**src/rtl/i2s_dac_tx_pkg.sv**
```systemverilog
// Shared constants and types for the I2S/left-justified DAC serializer.
package i2s_dac_tx_pkg;

  // Codec defaults: 16-bit samples in 32-BCLK slots, 5-bit delay control.
  localparam int   CODEC_DATA_W = 16;
  localparam int   CODEC_SLOT_W = 32;
  localparam int   CODEC_DLY_W  = 5;

  // DACLRCK level that marks the left channel on this codec.
  localparam logic LRCK_LEFT    = 1'b1;

  typedef enum logic {
    CH_LEFT  = 1'b0,
    CH_RIGHT = 1'b1
  } chan_e;

endpackage

```
**src/rtl/i2s_dac_tx_edge_sync.sv**
```systemverilog
// Two-flop synchroniser for an asynchronous pin, with single-cycle
// rise and fall pulses derived from the synchronised level.
module i2s_dac_tx_edge_sync (
  input  logic clk_i,
  input  logic rst_i,
  input  logic async_i,
  output logic sync_o,
  output logic rise_o,
  output logic fall_o
);

  logic meta_q, meta_d;
  logic sync_q, sync_d;
  logic prev_q, prev_d;

  // Next state: pin through two flops, plus one stage kept for edge detection
  always_comb begin
    meta_d = async_i;
    sync_d = meta_q;
    prev_d = sync_q;
  end

  // Synchroniser registers with synchronous reset
  always_ff @(posedge clk_i) begin
    if (rst_i) begin
      meta_q <= 1'b0;
      sync_q <= 1'b0;
      prev_q <= 1'b0;
    end else begin
      meta_q <= meta_d;
      sync_q <= sync_d;
      prev_q <= prev_d;
    end
  end

  assign sync_o = sync_q;
  assign rise_o = sync_q & ~prev_q;
  assign fall_o = prev_q & ~sync_q;

endmodule

```
**src/rtl/i2s_dac_tx.sv**
```systemverilog
// Stereo DAC serializer. Oversamples the codec BCLK/DACLRCK on clk_50,
// double-buffers L/R pairs, applies LSB crush and frame-hold rate reduction,
// and shifts MSB-first into AUD_DACDAT through a programmable delay line.
module i2s_dac_tx
  import i2s_dac_tx_pkg::*;
#(
  parameter int   DATA_W   = CODEC_DATA_W,
  parameter int   SLOT_W   = CODEC_SLOT_W,
  parameter int   DLY_W    = CODEC_DLY_W,
  parameter int   I2S_MODE = 0,
  parameter logic LEFT_LVL = LRCK_LEFT
) (
  input  logic              clk_50,
  input  logic              ar,
  input  logic              bclk,
  input  logic              daclrck,
  input  logic              enable,
  input  logic [DATA_W-1:0] din_l,
  input  logic [DATA_W-1:0] din_r,
  input  logic              din_valid,
  output logic              din_ready,
  input  logic [4:0]        crush_bits,
  input  logic [3:0]        rate_div,
  input  logic [DLY_W-1:0]  delay,
  output logic              dacdat,
  output logic              frame_strb,
  output logic              underrun
);

  localparam int DLY_D = (2**DLY_W) - 1;
  localparam int PAD_W = SLOT_W - DATA_W;
  localparam int CNT_W = $clog2(SLOT_W + 1);

  // Clear the n lowest bits of a sample; n at or above DATA_W clears all.
  function automatic logic [DATA_W-1:0] crush_word(input logic [DATA_W-1:0] w,
                                                   input logic [4:0]        n);
    int                c;
    logic [DATA_W-1:0] mask;
    c    = (int'(n) > DATA_W) ? DATA_W : int'(n);
    mask = {DATA_W{1'b1}} << c;
    return w & mask;
  endfunction

  // Synchronised codec clocks
  logic bclk_s, bclk_rise_s, bclk_fall_s;
  logic lrck_s, lrck_rise_s, lrck_fall_s;
  logic unused_edges_s;

  i2s_dac_tx_edge_sync u_bclk_sync (
    .clk_i   (clk_50),
    .rst_i   (ar),
    .async_i (bclk),
    .sync_o  (bclk_s),
    .rise_o  (bclk_rise_s),
    .fall_o  (bclk_fall_s)
  );

  i2s_dac_tx_edge_sync u_lrck_sync (
    .clk_i   (clk_50),
    .rst_i   (ar),
    .async_i (daclrck),
    .sync_o  (lrck_s),
    .rise_o  (lrck_rise_s),
    .fall_o  (lrck_fall_s)
  );

  // LRCK is sampled on BCLK falls, so its own edge pulses are not needed here.
  assign unused_edges_s = bclk_s ^ bclk_rise_s ^ lrck_rise_s ^ lrck_fall_s;

  // State
  logic              lrck_prev_q,  lrck_prev_d;
  logic              primed_q,     primed_d;
  logic [SLOT_W-1:0] shreg_q,      shreg_d;
  logic [CNT_W-1:0]  bit_cnt_q,    bit_cnt_d;
  logic [DLY_D-1:0]  dly_sr_q,     dly_sr_d;
  logic              dacdat_q,     dacdat_d;
  logic              frame_strb_q, frame_strb_d;
  logic              underrun_q,   underrun_d;
  logic [3:0]        hold_cnt_q,   hold_cnt_d;
  logic [4:0]        crush_q,      crush_d;
  logic [DATA_W-1:0] pend_l_q,     pend_l_d;
  logic [DATA_W-1:0] pend_r_q,     pend_r_d;
  logic              pend_full_q,  pend_full_d;
  logic [DATA_W-1:0] act_l_q,      act_l_d;
  logic [DATA_W-1:0] act_r_q,      act_r_d;

  // Combinational helpers
  logic              accept_s;
  logic              lrck_chg_s;
  logic              left_start_s;
  logic              due_s;
  logic              transfer_s;
  chan_e             chan_s;
  logic [DATA_W-1:0] word_s;
  logic              out_bit_s;
  logic [DLY_W:0]    eff_sum_s;
  logic [DLY_W-1:0]  eff_s;

  // Ready only while the pending buffer is empty and out of reset
  assign din_ready    = ~pend_full_q & ~ar;
  assign accept_s     = din_valid & din_ready;
  // The first fall after reset only records LRCK; framing starts at the next change
  assign lrck_chg_s   = primed_q & (lrck_s != lrck_prev_q);
  assign left_start_s = bclk_fall_s & lrck_chg_s & (lrck_s == LEFT_LVL);
  assign due_s        = left_start_s & enable & (hold_cnt_q == rate_div);
  assign transfer_s   = due_s & pend_full_q;
  assign chan_s       = (lrck_s == LEFT_LVL) ? CH_LEFT : CH_RIGHT;

  // Effective output delay in BCLKs, clamped to the delay-line depth
  always_comb begin
    eff_sum_s = {1'b0, delay} + (DLY_W+1)'(I2S_MODE);
    if (eff_sum_s > (DLY_W+1)'(DLY_D)) begin
      eff_s = DLY_W'(DLY_D);
    end else begin
      eff_s = eff_sum_s[DLY_W-1:0];
    end
  end

  // Buffer handshake, frame hold, slot loading, shifting and delay line
  always_comb begin
    lrck_prev_d  = lrck_prev_q;
    primed_d     = primed_q;
    shreg_d      = shreg_q;
    bit_cnt_d    = bit_cnt_q;
    dly_sr_d     = dly_sr_q;
    dacdat_d     = dacdat_q;
    frame_strb_d = 1'b0;
    underrun_d   = 1'b0;
    hold_cnt_d   = hold_cnt_q;
    crush_d      = crush_q;
    pend_l_d     = pend_l_q;
    pend_r_d     = pend_r_q;
    pend_full_d  = pend_full_q;
    act_l_d      = act_l_q;
    act_r_d      = act_r_q;
    word_s       = '0;
    out_bit_s    = 1'b0;

    // Pending buffer: a new pair may land while the old one moves to active
    if (accept_s) begin
      pend_l_d    = din_l;
      pend_r_d    = din_r;
      pend_full_d = 1'b1;
    end else if (transfer_s) begin
      pend_full_d = 1'b0;
    end else begin
      pend_full_d = pend_full_q;
    end

    if (transfer_s) begin
      act_l_d = pend_l_q;
      act_r_d = pend_r_q;
    end else begin
      act_l_d = act_l_q;
      act_r_d = act_r_q;
    end

    // Crush depth is frozen for the whole frame at its left-slot start
    if (left_start_s) begin
      frame_strb_d = 1'b1;
      crush_d      = crush_bits;
    end else begin
      frame_strb_d = 1'b0;
      crush_d      = crush_q;
    end

    if (left_start_s && enable) begin
      if (hold_cnt_q == rate_div) begin
        hold_cnt_d = 4'd0;
      end else begin
        hold_cnt_d = hold_cnt_q + 4'd1;
      end
    end else begin
      hold_cnt_d = hold_cnt_q;
    end

    underrun_d = due_s & ~pend_full_q;

    if (!enable) begin
      word_s = '0;
    end else if (chan_s == CH_LEFT) begin
      word_s = crush_word(act_l_d, crush_d);
    end else begin
      word_s = crush_word(act_r_d, crush_d);
    end

    if (bclk_fall_s) begin
      lrck_prev_d = lrck_s;
      primed_d    = 1'b1;
      if (lrck_chg_s) begin
        shreg_d   = SLOT_W'(word_s) << PAD_W;
        bit_cnt_d = '0;
      end else begin
        shreg_d = shreg_q << 1;
        if (bit_cnt_q < CNT_W'(SLOT_W)) begin
          bit_cnt_d = bit_cnt_q + CNT_W'(1);
        end else begin
          bit_cnt_d = bit_cnt_q;
        end
      end
      // Bits past the end of an over-long slot are silence
      out_bit_s = (bit_cnt_d < CNT_W'(SLOT_W)) ? shreg_d[SLOT_W-1] : 1'b0;
      dly_sr_d  = DLY_D'({dly_sr_q, out_bit_s});
      if (eff_s == '0) begin
        dacdat_d = out_bit_s;
      end else begin
        dacdat_d = dly_sr_q[eff_s - DLY_W'(1)];
      end
    end else begin
      lrck_prev_d = lrck_prev_q;
      primed_d    = primed_q;
      shreg_d     = shreg_q;
      bit_cnt_d   = bit_cnt_q;
      dly_sr_d    = dly_sr_q;
      dacdat_d    = dacdat_q;
    end
  end

  // State registers with synchronous reset
  always_ff @(posedge clk_50) begin
    if (ar) begin
      lrck_prev_q  <= 1'b0;
      primed_q     <= 1'b0;
      shreg_q      <= '0;
      bit_cnt_q    <= '0;
      dly_sr_q     <= '0;
      dacdat_q     <= 1'b0;
      frame_strb_q <= 1'b0;
      underrun_q   <= 1'b0;
      hold_cnt_q   <= 4'd0;
      crush_q      <= 5'd0;
      pend_l_q     <= '0;
      pend_r_q     <= '0;
      pend_full_q  <= 1'b0;
      act_l_q      <= '0;
      act_r_q      <= '0;
    end else begin
      lrck_prev_q  <= lrck_prev_d;
      primed_q     <= primed_d;
      shreg_q      <= shreg_d;
      bit_cnt_q    <= bit_cnt_d;
      dly_sr_q     <= dly_sr_d;
      dacdat_q     <= dacdat_d;
      frame_strb_q <= frame_strb_d;
      underrun_q   <= underrun_d;
      hold_cnt_q   <= hold_cnt_d;
      crush_q      <= crush_d;
      pend_l_q     <= pend_l_d;
      pend_r_q     <= pend_r_d;
      pend_full_q  <= pend_full_d;
      act_l_q      <= act_l_d;
      act_r_q      <= act_r_d;
    end
  end

  assign dacdat     = dacdat_q;
  assign frame_strb = frame_strb_q;
  assign underrun   = underrun_q;

endmodule

```
**config.mk**
```make
export PLATFORM = sky130hd
export DESIGN_NAME = i2s_dac_tx
export DESIGN_NICKNAME = d
export VERILOG_FILES = /design/src/rtl/i2s_dac_tx_pkg.sv /design/src/rtl/i2s_dac_tx_edge_sync.sv /design/src/rtl/i2s_dac_tx.sv
export SDC_FILE = /design/constraint.sdc
export NUM_CORES = 1
export LEC_CHECK = 0
export ABC_CLOCK_PERIOD_IN_PS = 3000
export CAP_MARGIN = 0
export CORE_ASPECT_RATIO = 1.75
export CORE_MARGIN = 2
export CORE_UTILIZATION = 55
export CTS_BUF_LIST = sky130_fd_sc_hd__clkbuf_16
export DETAILED_ROUTE_END_ITERATION = 8
export DONT_BUFFER_PORTS = 1
export GPL_TIMING_DRIVEN = 0
export PLACE_DENSITY = 0.75
export SETUP_SLACK_MARGIN = 0.2
export SKIP_CTS_REPAIR_TIMING = 1
export SLEW_MARGIN = 40
export SYNTH_ARGS = -nofsm -noshare
export SYNTH_HDL_FRONTEND = slang
export SYNTH_SLANG_ARGS = --single-unit
```
**constraint.sdc**
```tcl
create_clock -name clk_50 -period 3 [get_ports clk_50]
set_clock_uncertainty 0.05 [all_clocks]
set_input_delay 0.15 -clock clk_50 [delete_from_list [all_inputs] [get_ports clk_50]]
set_output_delay 0.15 -clock clk_50 [all_outputs]
set_load 0.01 [all_outputs]
```
==> flow_metrics.tcl <==
set metrics [dict create \
    power_density_nw_per_um2 567 \
    first_pass_iters 5 \
    synthFlopType "dfxtp_1" \
    yosysWarningCount 0 \
    cpLargestDelayFamily "compound AO/OA/AOI/OAI gates" \
    antenna_found_initial 0 \
    final_common_cell "dfxtp_1" \
    grt_pass1_wl_um 25300 \
    maxCapViolCount 0 \
    drt_iter0_drc 423 \
    drc 0 \
    hold_viol_final 1 \
    cts_tree "done" \
    p_switching_uw 950 \
    numPortBuffers 0 \
    max_stage_delay_ps 430 \
    clkTransAtPathRegs_ps 60 \
    viasPerCell 5.77 \
    path_class "reg2reg" \
    layout_setup_ws_ps 463 \
    slew_viol_final 0 \
    cp-start-kind "register" \
    r2r_slack_ps 460 \
    slew_headroom_pct 51.9 \
    nNetsFinal 839 \
    yosysSeqAreaShare_pct 45.5 \
    dp_slack_ps 351 \
    ys_types 58 \
    synthArstFlopShare_pct 0 \
    cp_num_buf_inv 2 \
    status "finished with violations" \
    numClockSinks 136 \
    coreArea_um2 10600 \
    grt_usage_pct 27.9 \
    min_period_ps 2540 \
    drive_above_1_share_pct 7.02 \
    routabilityCongestion 0.926 \
    pwr-share-clk_pct 47.2 \
    pwr-share-seq_pct 46.7 \
    clock.fmax_ghz 0.394 \
    clk-insertion-delay-late_ps 420 \
    die_area_um2 11800 \
    cts-htree-levels 4 \
    p_leak_uw 0.00246 \
    crit_required_ps 3220 \
    layout_common_cells "dfxtp_1, nand2_1, nor2_1" \
    dpl_cell_area_um2 6150 \
    syn_to_final_growth_pct 18.6 \
    crit_path_top_delay_cell "dfxtp_1" \
    p_int_uw 3070 \
    pin_count 56 \
    power_uw 4020 \
    grt_overflow_total 0 \
    finalWirelength_um 17000 \
    cts_root_buf "clkbuf_16" \
    row_count 50 \
    path_cells "and4bb_1, nand2_1, buf_1, clkbuf_1, a31oi_1, o21ai_0, o32ai_1" \
    dp_hpwl_um 12500 \
    finalSetupViolCount 0 \
    tightest_slew_ps 721 \
    fin_hold_ws_ps -8.16 \
    ant_nets 0 \
    synth_edf_count 0 \
    avgSynthCellArea_um2 8.26 \
    initial_core_util_pct 56.3 \
    synth_cells 724 \
    syn_nets 778 \
    crit_path_max_fanout 10 \
    fill_cells 893 \
    combPwrFrac_pct 6.0 \
    finish.utilization_pct 66.7 \
    min_path_type "in2reg" \
    regArea_um2 2720 \
    yosys_register_bits 136 \
    finalCritPeriodShare_pct 84.6 \
    grt_pass1_vias 5050 \
    antenna_cells 0 \
    critPathCaptureType "register" \
    die_y_um 142 \
    clockBufferDepth 2 \
    netSwitchingFraction_pct 23.6 \
    cts_buffers 17 \
    multi_input_area_um2 3030 \
    rsz0062_at_grt "false" \
    synth_area_um2 5980 \
    fin_tns_setup_ps 0 \
    cp.arrival_ps 2760 \
    vias 5357 \
    grt_max_degree 17 \
    ir_drop_mv 0.456 \
    avgRoutedWirePerCell_um 18.3 \
    stdcell_area_um2 7100 \
    die_x_um 82.8 \
    failed_checks "negative hold slack" \
]
cells in the mapped netlist (all sizes together), types with 3 or more instances:
cell type,count,area [um^2]
xnor2,5,43.8
mux2,5,56.3
mux2i,38,380
inv,6,22.5
nor4,3,33.8
and3,3,18.8
dfxtp,136,2720
nor3,12,60.1
o21ai,47,235
xor2,3,26.3
a21o,3,22.5
clkbuf,41,154
and2,6,37.5
buf,12,58.8
a31oi,8,50.1
nor2b,13,81.3
nand2b,34,213
mux4,4,90.1
nand2,133,499
nand3,12,60.1
a21oi,61,305
nor3b,4,30.0
nor2,79,297
a31o,6,52.6
a211oi,8,75.1
or2,3,18.8
a211o,6,52.6
logic make-up after synthesis:
kind of cell / Yosys count / share of synthesized area [%]
and+or+nand+nor: 310 / 23.7
AOI/OAI and AO/OA: 162 / 16.5
DFF: 136 / 45.5
buffers and inverters: 59 / 3.93
muxes: 47 / 8.80
xor gates and xnor gates: 8 / 1.17
adders and majority gates: 2 / 0.418
registers in the layout, indices dropped and copies added (netlist names), 4 cells and up:
register and cells:
dly_sr_q 31, act_l_q 16, act_r_q 16, pend_l_q 16, pend_r_q 16, shreg_q 15, bit_cnt_q 6, crush_q 5
hold_cnt_q 4
worst register-to-register path: stages (launching register included):
cell and delay [ps]:
dfxtp_1 430, and4bb_1 310, nand2_1 160, buf_1 270, clkbuf_1 300, a31oi_1 330
o21ai_0 140, o32ai_1 410
area by class of cell:
cell class	count	area share, %
multi-input cells	529	42.6
repair buffers	42	5.78
well taps	130	2.29
flip-flops and latches	136	38.4
clock inverters	15	1.60
inverters	6	0.317
plain buffers	53	3.00
clock buffers	17	6.00
through the flow:
| stage | hold slack (ps) | instances |
|---|---|---|
| after floorplan | 209 | 724 |
| after global placement | 213 | 854 |
| after detailed placement | 217 | 854 |
| after CTS | -212 | 886 |
| after global routing | 2.60 | 928 |
| final | -8.16 | 928 |
routing by layer:
layer / wire [um] / up-vias / track usage [%]
met1: 6090 / 2567 / 27.1
met4: 1040 / 0 / 18.0
li1: - / 2611 / -
met3: 488 / 54 / 4.18
met5: 0 / - / 0
met2: 9370 / 125 / 53.7
power groups by stage:
stage / Sequential, uW / Clock (uW) / Combinational [uW]
after floorplan: 1910 / 0 / 143
after global placement: 1920 / 0 / 192
after detailed placement: 1920 / 0 / 198
after CTS: 1880 / 1920 / 199
after global routing: 1880 / 1990 / 267
final: 1880 / 1900 / 243
worst paths after layout:
kind	end	from	cells past startpoint
setup / recovery	shreg_q[30]	primed_q	7
hold / removal	underrun	enable	3
setup reg to reg	shreg_q[30]	primed_q	7
hold reg to reg	u_bclk_sync.sync_o	u_bclk_sync.meta_q	1
No activity file was read; power rests on OpenSTA's default activity.
